$ cat src/rtl/mcac_pkg.sv
`default_nettype none
// ============================================================================
// Module      : mcac_pkg
// Description : Shared types and widths for the multi-channel ADPCM encoder
//               datapath scheduler (frame FSM states, sample/estimate widths).
// Revision    : 1.0 - initial release
// ============================================================================
package mcac_pkg;

    // Frame scheduler states
    typedef enum logic [2:0] {
        IDLE = 3'd0,
        RD   = 3'd1,
        LOAD = 3'd2,
        EXEC = 3'd3,
        WB   = 3'd4
    } state_t;

    // Companded sample, signal estimate, difference and memory word widths
    localparam int S_W  = 8;
    localparam int SE_W = 15;
    localparam int D_W  = 16;
    localparam int RD_W = 23;

endpackage
`default_nettype wire

$ cat src/rtl/in_pcm_sched.sv
`default_nettype none
// ============================================================================
// Module      : in_pcm_sched
// Description : Per-frame scheduler that walks all channels in order, feeding
//               each channel's S/SE/law to the shared IN_PCM datapath and
//               writing the resulting difference D to the result memory.
// Revision    : 1.0 - initial release
// ============================================================================
module in_pcm_sched
    import mcac_pkg::*;
#(
    parameter int NUM_CH = 32,
    parameter int CH_W   = 5,
    parameter int DP_LAT = 1
) (
    input  logic              clk,
    input  logic              reset,
    input  logic              frame_sync,
    input  logic [NUM_CH-1:0] law_cfg,
    input  logic              ovr_clr,
    output logic              rd_en,
    output logic [CH_W-1:0]   rd_addr,
    input  logic [RD_W-1:0]   rd_data,
    output logic [S_W-1:0]    pcm_s,
    output logic [SE_W-1:0]   pcm_se,
    output logic              pcm_law,
    input  logic [D_W-1:0]    pcm_d,
    output logic              wr_en,
    output logic [CH_W-1:0]   wr_addr,
    output logic [D_W-1:0]    wr_data,
    output logic              busy,
    output logic              done,
    output logic              overrun
);

    localparam int                  c_EXEC_W    = (DP_LAT > 1) ? $clog2(DP_LAT) : 1;
    localparam logic [CH_W-1:0]     c_LAST_CH   = CH_W'(NUM_CH - 1);
    localparam logic [c_EXEC_W-1:0] c_EXEC_INIT = c_EXEC_W'(DP_LAT - 1);

    state_t              r_state;
    logic [CH_W-1:0]     r_ch;
    logic [c_EXEC_W-1:0] r_exec_cnt;
    logic                r_rd_en;
    logic [CH_W-1:0]     r_rd_addr;
    logic [S_W-1:0]      r_pcm_s;
    logic [SE_W-1:0]     r_pcm_se;
    logic                r_pcm_law;
    logic                r_wr_en;
    logic [CH_W-1:0]     r_wr_addr;
    logic                r_busy;
    logic                r_done;
    logic                r_overrun;

    logic                w_last_ch;
    logic                w_final_wb;
    logic                w_ovr_set;

    // A frame strobe is only accepted in IDLE or on the final write-back;
    // anywhere else in the frame it is dropped and flagged as an overrun.
    assign w_last_ch  = (r_ch == c_LAST_CH);
    assign w_final_wb = (r_state == WB) && w_last_ch;
    assign w_ovr_set  = frame_sync && (r_state != IDLE) && !w_final_wb;

    // Frame FSM with channel counter, exec counter, IN_PCM operand registers
    // and all strobes registered alongside the state transitions.
    always_ff @(posedge clk) begin
        if (reset) begin
            r_state    <= IDLE;
            r_ch       <= '0;
            r_exec_cnt <= '0;
            r_rd_en    <= 1'b0;
            r_rd_addr  <= '0;
            r_pcm_s    <= '0;
            r_pcm_se   <= '0;
            r_pcm_law  <= 1'b0;
            r_wr_en    <= 1'b0;
            r_wr_addr  <= '0;
            r_busy     <= 1'b0;
            r_done     <= 1'b0;
            r_overrun  <= 1'b0;
        end else begin
            r_rd_en <= 1'b0;
            r_wr_en <= 1'b0;
            r_done  <= 1'b0;

            // Set has priority so a clear cannot hide a simultaneous overrun
            if (w_ovr_set) begin
                r_overrun <= 1'b1;
            end else if (ovr_clr) begin
                r_overrun <= 1'b0;
            end

            case (r_state)
                IDLE: begin
                    if (frame_sync) begin
                        r_ch      <= '0;
                        r_rd_en   <= 1'b1;
                        r_rd_addr <= '0;
                        r_busy    <= 1'b1;
                        r_state   <= RD;
                    end
                end
                RD: begin
                    r_state <= LOAD;
                end
                LOAD: begin
                    r_pcm_s    <= rd_data[RD_W-1:SE_W];
                    r_pcm_se   <= rd_data[SE_W-1:0];
                    r_pcm_law  <= law_cfg[r_ch];
                    r_exec_cnt <= c_EXEC_INIT;
                    r_state    <= EXEC;
                end
                EXEC: begin
                    if (r_exec_cnt == '0) begin
                        r_wr_en   <= 1'b1;
                        r_wr_addr <= r_ch;
                        r_done    <= w_last_ch;
                        r_state   <= WB;
                    end else begin
                        r_exec_cnt <= r_exec_cnt - 1'b1;
                    end
                end
                WB: begin
                    if (!w_last_ch) begin
                        r_ch      <= r_ch + 1'b1;
                        r_rd_en   <= 1'b1;
                        r_rd_addr <= r_ch + 1'b1;
                        r_state   <= RD;
                    end else if (frame_sync) begin
                        // Back-to-back frame: restart without an IDLE cycle
                        r_ch      <= '0;
                        r_rd_en   <= 1'b1;
                        r_rd_addr <= '0;
                        r_state   <= RD;
                    end else begin
                        r_busy  <= 1'b0;
                        r_state <= IDLE;
                    end
                end
                default: begin
                    r_busy  <= 1'b0;
                    r_state <= IDLE;
                end
            endcase
        end
    end

    assign rd_en   = r_rd_en;
    assign rd_addr = r_rd_addr;
    assign pcm_s   = r_pcm_s;
    assign pcm_se  = r_pcm_se;
    assign pcm_law = r_pcm_law;
    assign wr_en   = r_wr_en;
    assign wr_addr = r_wr_addr;
    // D passes straight through during write-back; zero otherwise
    assign wr_data = r_wr_en ? pcm_d : '0;
    assign busy    = r_busy;
    assign done    = r_done;
    assign overrun = r_overrun;

endmodule
`default_nettype wire
$ cat config.mk
export PLATFORM = sky130hd
export DESIGN_NAME = in_pcm_sched
export DESIGN_NICKNAME = d
export VERILOG_FILES = /design/src/rtl/mcac_pkg.sv /design/src/rtl/in_pcm_sched.sv
export SDC_FILE = /design/constraint.sdc
export NUM_CORES = 1
export LEC_CHECK = 0
export ABC_AREA = 1
export BUFFER_PORTS_ARGS = -buffer_cell sky130_fd_sc_hd__buf_4
export CORE_ASPECT_RATIO = 1.5
export CORE_MARGIN = 2
export CORE_UTILIZATION = 44
export DETAILED_ROUTE_END_ITERATION = 12
export PLACE_DENSITY = 0.83
export SYNTH_ARGS = -nofsm -noshare
export SYNTH_HDL_FRONTEND = slang
export SYNTH_SLANG_ARGS = --single-unit
$ cat constraint.sdc
create_clock -name clk -period 2.2 [get_ports clk]
set_input_delay 0.22 -clock clk [delete_from_list [all_inputs] [get_ports clk]]
set_output_delay 0.22 -clock clk [all_outputs]
set_load 0.005 [all_outputs]
==> impl_metrics.py, run 1 <==
metrics = {
    "status": {
        "status": "finished clean",
    },
    "clock_tree": {
        "h-tree-depth": 2,
        "cts_resized": 0,
        "holdBufCountCts": 0,
        "cts_tree": "built",
        "ctsRootBufferMaster": "clkbuf_8",
        "numCtsBuffers": 5,
        "cts_buffer_depth": 2,
        "clkLatencyLatePin_ns": 0.29,
        "post_cts_buffers": 0,
        "cts.clk_slew.worst_paths_ns": 0.08,
        "cts_sinks": 47,
    },
    "pwr": {
        "power_mw": 2.25,
        "power_density_nw_per_um2": 673,
        "ir_drop_mv": 0.586,
        "p_leak_nw": 1.78,
    },
    "synth": {
        "ys_seq_area_frac": 0.419,
        "syn_nets": 427,
        "syn_inst": 350,
        "synthArstFlopShare": 0,
        "yosys_warnings": 0,
        "ys_types": 22,
        "syn-cell-area_sq_um": 2250,
        "synthTopCellsByArea": "dfxtp_1 (42%), nand2_1 (16%), nor2_1 (9.5%)",
        "syn_avg_cell_area_sq_um": 6.42,
        "ys.flop_type": "dfxtp_1",
        "yosys.area.top_type_share": 0.419,
        "synth-edff-count": 0,
        "synth.ff_latch_count": 47,
        "yosysTopAreaCell": "dfxtp_1",
    },
    "worst_setup_path": {
        "cpPeakStageDelay_ns": 0.35,
        "crit_path_top_delay_cell": "dfxtp_1",
        "critPathKind": "register to register",
        "path_cells": "ha_1 -> nand2_1 -> nor2_1 -> ha_1 -> inv_1 -> or2_1 -> nand2_1 -> nand2_1 -> inv_2 -> nand2_1 -> a21oi_1",
        "crit_top_cell": "nand2_1",
        "startpoint_type": "register",
        "cp_max_fo": 9,
        "cp.required_ns": 2.42,
        "worstPathArrival_ns": 2.03,
        "end_kind": "register",
    },
    "routing": {
        "drc_errors": 0,
        "dr.pass1.iters": 4,
        "drt-initial-drc-count": 83,
        "wl_mm": 6.02,
        "vias": 2470,
        "via_per_inst": 4.58,
        "final_antenna_net_count": 0,
        "wl_per_cell_um": 11.2,
    },
    "run": {
        "cap_violations": 0,
    },
    "floorplanning": {
        "die_w_um": 62.3,
        "fp.dieH_um": 91.5,
        "dieArea_sq_um": 5700,
        "core_sq_um": 4890,
        "floorplan.initialDensity": 0.460,
        "num_rows": 31,
        "io_pins": 130,
    },
    "sta": {
        "finalSetupTns_ns": 0,
        "worstMarginPinSlew_ns": 0.646,
        "rsz0062_at_grt": "no",
        "clock.fmax_mhz": 553,
        "slew_headroom": 0.568,
        "fin_crit_sh": 0.822,
        "final-setup-viol-count": 0,
        "fin_ws_ns": 0.393,
        "fin_skew_ns": 0.00820,
        "maxSlewViolCount": 0,
        "whs_ns": 0.170,
        "post-route-min-period_ns": 1.81,
        "hold_viol": 0,
    },
    "placement": {
        "pre_cts_slack_ns": 0.433,
        "gp_congestion": 0.877,
        "dp.cells": 531,
        "portBuffers": 129,
        "place.detailed.hpwl_mm": 4.73,
    },
    "global_routing": {
        "grt_pass1_vias": 2378,
        "grt.overflow.total": 0,
        "grt_use_total": 0.211,
        "grt_max_degree": 30,
        "grt_first_pass_wirelength_mm": 10.1,
        "antenna_found_initial": 0,
        "grtUsageMet3": 0.0570,
        "met2_usage": 0.405,
        "grt_busiest_layer": "met2",
        "use_met1": 0.219,
    },
    "hold_path": {
        "hp-class": "primary input to register",
    },
    "finish": {
        "layout_commonest_cell": "buf_4",
        "drive_gt1_frac": 0.359,
        "mostFrequentLayoutCells": "buf_4 (132), nand2_1 (93), nor2_1 (57)",
        "finalNonFillerCells": 539,
        "diodes": 0,
        "n_fill_cell": 455,
        "area_growth_syn_to_layout_pct": 49.0,
        "fin_nets": 549,
    },
}
-- cell type report --
| class | count | area, sq um | share of cell area |
|---|---|---|---|
| clock buffer | 6 | 82.6 | 0.0247 |
| clock inverter | 2 | 35.0 | 0.0105 |
| inverter | 53 | 199 | 0.0594 |
| multi-input combinational | 233 | 1020 | 0.304 |
| sequential | 47 | 941 | 0.281 |
| tap | 66 | 82.6 | 0.0247 |
| timing repair buffer | 132 | 991 | 0.296 |
-- worst paths after layout --
kind,endpoint,slack [ns],from,depth (start not counted)
min reg2reg,rd_addr[1]$_SDFFE_PP0N_,0.48,rd_addr[1]$_SDFFE_PP0N_,2
max reg2reg,r_ch[0]$_SDFFE_PP0N_,0.39,r_ch[0]$_SDFFE_PP0N_,11
max,r_ch[0]$_SDFFE_PP0N_,0.39,r_ch[0]$_SDFFE_PP0N_,11
min,pcm_se[9]$_SDFFE_PP0P_,0.17,rd_data[9],3
-- report_power, final --
group          leakage (nW)  switching, mW  internal (mW)
sequential            0.383         0.0611          0.960
combinational          1.34          0.282          0.312
clock                0.0612          0.269          0.367
-- synthesized netlist by cell type (4+ instances only) --
cell,instances
nand2_1,93
nor2_1,57
dfxtp_1,47
inv_2,28
inv_1,25
o21ai_0,25
nand3_1,20
a21oi_1,16
clkbuf_1,8
o21ai_1,7
buf_2,6
or2_1,4
-- sequential cells by signal (all words and copies together) (netlist names) --
signal,cells
done,1
overrun,1
rd_en,1
wr_addr,5
pcm_s,8
r_state,3
r_ch,5
pcm_law,1
busy,1
wr_en,1
pcm_se,15
rd_addr,5
-- metrics by stage --
step,cell area [sq um],utilization
6_report,3350,0.685
5_1_grt,3350,0.685
4_1_cts,3350,0.685
3_5_place_dp,3230,0.661
3_3_place_gp,3230,0.661
2_1_floorplan,2250,-
-- per-layer routing --
layer	wire [um]	up-vias
met1	2330	1069
met3	369	11
met5	0	-
met2	3220	79
met4	108	0
li1	-	1311
-- critical path: cells and delay by family (launching register included) --
kind            cells  cell delay, ns
flops               1            0.35
fa+ha+maj           2            0.34
compound gates      1            0.13
simple gates        6            0.70
buf+inv             2            0.21
-- cells by family after synthesis --
kind of cell	count (synthesis)	synth area share
AOI/OAI and AO/OA	53	0.125
and+or+nand+nor	178	0.316
buffers and inverters	70	0.129
adders and majority gates	2	0.0111
DFF	47	0.419
(Power assumes the default switching activity.)
==> run 2: changes to the inputs <==
- CORE_UTILIZATION: 44 -> 39
- PLACE_DENSITY: 0.83 -> 0.78
- clock period: 2.2 -> 1.6 ns (I/O delays scaled with it)
==> run 2 against run 1 <==
- the flow now finishes with violations (negative setup slack)
- critical endpoint is now rd_addr[0]$_SDFFE_PP0N_
- cell area rose by 4.4%
- via count grew 2.3%
- worst setup slack got worse by 0.42 ns
- final cell count up 2.4%
- wire length increased by 5.6%
- global-route usage is 1.4 points lower
- critical path depth did not move
- sequential share of layout area down 1.0 points
- die area is 12% higher
- clock-buffer cell count is 1 higher
- register-to-register slack got worse by 0.42 ns
- non-clock buffer count increased by 8
==> impl_metrics.py, run 2 (synthesized netlist as in run 1, its figures left out) <==
metrics = {
    "pwr": {
        "p_seq_frac": 0.474,
        "combinationalPowerShare": 0.299,
        "power_mw": 2.96,
        "power_frac_clock": 0.227,
        "ir_drop_mv": 0.693,
        "power_density_nw_per_um2": 847,
        "p_leak_nw": 1.83,
        "swShare": 0.297,
        "switchingPower_uw": 878,
        "p_int_mw": 2.08,
    },
    "finish": {
        "drive_gt1_frac": 0.411,
        "diodes": 0,
        "largest_register_ffs": 15,
        "layout_commonest_cell": "buf_4",
        "finalNonFillerCells": 552,
        "area_growth_syn_to_layout_pct": 55.5,
        "final_util": 0.631,
        "fin_nets": 558,
        "mostFrequentLayoutCells": "buf_4 (138), nand2_1 (87), nor2_1 (56)",
    },
    "run": {
        "cap_violations": 0,
    },
    "worst_setup_path": {
        "worstPathArrival_ns": 1.86,
        "startpoint_type": "register",
        "end_kind": "register",
        "reg2reg_depth": 11,
        "critPathKind": "register to register",
        "cp_max_fo": 5,
        "cp.required_ns": 1.83,
    },
    "sta": {
        "slew_headroom": 0.655,
        "post-route-min-period_ns": 1.63,
        "whs_ns": 0.108,
        "clock.fmax_mhz": 614,
        "fin_skew_ns": 0.00653,
        "rsz0062_at_grt": "yes",
        "final-setup-viol-count": 7,
        "maxSlewViolCount": 0,
        "worstMarginPinSlew_ns": 0.517,
        "fin_crit_sh": 1.02,
        "hold_viol": 0,
        "fin_ws_ns": -0.0281,
    },
    "global_routing": {
        "antenna_found_initial": 0,
        "grt_max_degree": 30,
        "grt.overflow.total": 0,
        "grt_pass1_vias": 2371,
        "grt_use_total": 0.196,
        "grt_first_pass_wirelength_mm": 10.2,
    },
    "placement": {
        "portBuffers": 129,
        "pre_cts_slack_ns": -0.0220,
        "place.detailed.hpwl_mm": 4.71,
        "dp.cells": 542,
        "gp_congestion": 0.846,
    },
    "floorplanning": {
        "core_sq_um": 5530,
        "io_pins": 130,
        "floorplan.initialDensity": 0.406,
        "dieArea_sq_um": 6390,
        "fp.dieH_um": 96.9,
        "num_rows": 33,
        "die_w_um": 66.0,
    },
    "routing": {
        "final_antenna_net_count": 0,
        "via_per_inst": 4.58,
        "dr.pass1.iters": 4,
        "wl_per_cell_um": 11.5,
        "wl_mm": 6.36,
        "vias": 2527,
        "drt-initial-drc-count": 78,
        "drc_errors": 0,
    },
    "clock_tree": {
        "cts_buffer_depth": 2,
        "h-tree-depth": 2,
        "cts.clk_slew.worst_paths_ns": 0.08,
        "ctsRootBufferMaster": "clkbuf_8",
        "numCtsBuffers": 5,
        "clkLatencyLatePin_ns": 0.29,
        "holdBufCountCts": 0,
        "cts_tree": "built",
        "cts_sinks": 47,
    },
    "status": {
        "violations": "negative setup slack",
        "status": "finished, violations left",
    },
    "hold_path": {
        "hp-class": "primary input to register",
        "min_path_cells": 3,
    },
}
## run 2: layout make-up
cell class	count	area, sq um
tap	70	87.6
inverter	53	206
clock inverter	1	5.00
fill	537	2040
timing repair inverter	1	7.51
multi-input combinational	233	1110
timing repair buffer	140	1060
sequential	47	946
clock buffer	7	76.3
## run 2: metal layers
layer  track usage  vias to the layer above  wire, um
met4        0.0722                        0       152
met1         0.213                     1094      2510
met5             0                        -         0
met2         0.367                       86      3270
met3        0.0326                       12       433
li1              -                     1335         -
## run 2: power by group through the flow
| stage | Combinational (mW) | Clock, mW | Sequential [mW] |
|---|---|---|---|
| after floorplan | 0.385 | 0 | 1.43 |
| after global placement | 0.822 | 0 | 1.43 |
| after detailed placement | 0.836 | 0 | 1.43 |
| after CTS | 0.868 | 0.697 | 1.41 |
| after global routing | 1.00 | 0.737 | 1.42 |
| final | 0.884 | 0.671 | 1.40 |
## run 2: worst paths after layout
path / startpoint / endpoint / slack [ns]
setup / recovery: r_ch[0]$_SDFFE_PP0N_ / rd_addr[0]$_SDFFE_PP0N_ / -0.03
setup reg to reg: r_ch[0]$_SDFFE_PP0N_ / rd_addr[0]$_SDFFE_PP0N_ / -0.03
hold / removal: rd_data[13] / pcm_se[13]$_SDFFE_PP0P_ / 0.11
hold reg to reg: rd_addr[2]$_SDFFE_PP0N_ / rd_addr[2]$_SDFFE_PP0N_ / 0.48
## run 2: repair_timing
item | in CTS | in global routing
gates cloned | 1 | 0
pin swaps | 6 | 8
buffers inserted | 1 | 1
resized for setup | 16 | 17
setup endpoints to repair | 9 | 14
## run 2: worst max-delay path, cell delays in order (launching register included)
cell and delay [ns]:
dfxtp_4 0.37, ha_4 0.13, nand2_2 0.06, nor2_2 0.08, ha_2 0.19, inv_2 0.04, or2_4 0.24, nand2_4 0.09
nand2_4 0.08, inv_6 0.10, nand2_1 0.05, a21oi_1 0.12
## run 2: per-stage QoR
| step | instance area (sq um) | setup TNS [ns] |
|---|---|---|
| floorplan | 2250 | 0 |
| global placement | 3290 | 0 |
| detailed placement | 3290 | -0.0595 |
| CTS | 3440 | -0.0862 |
| global route | 3490 | -0.917 |
| finish | 3490 | -0.152 |
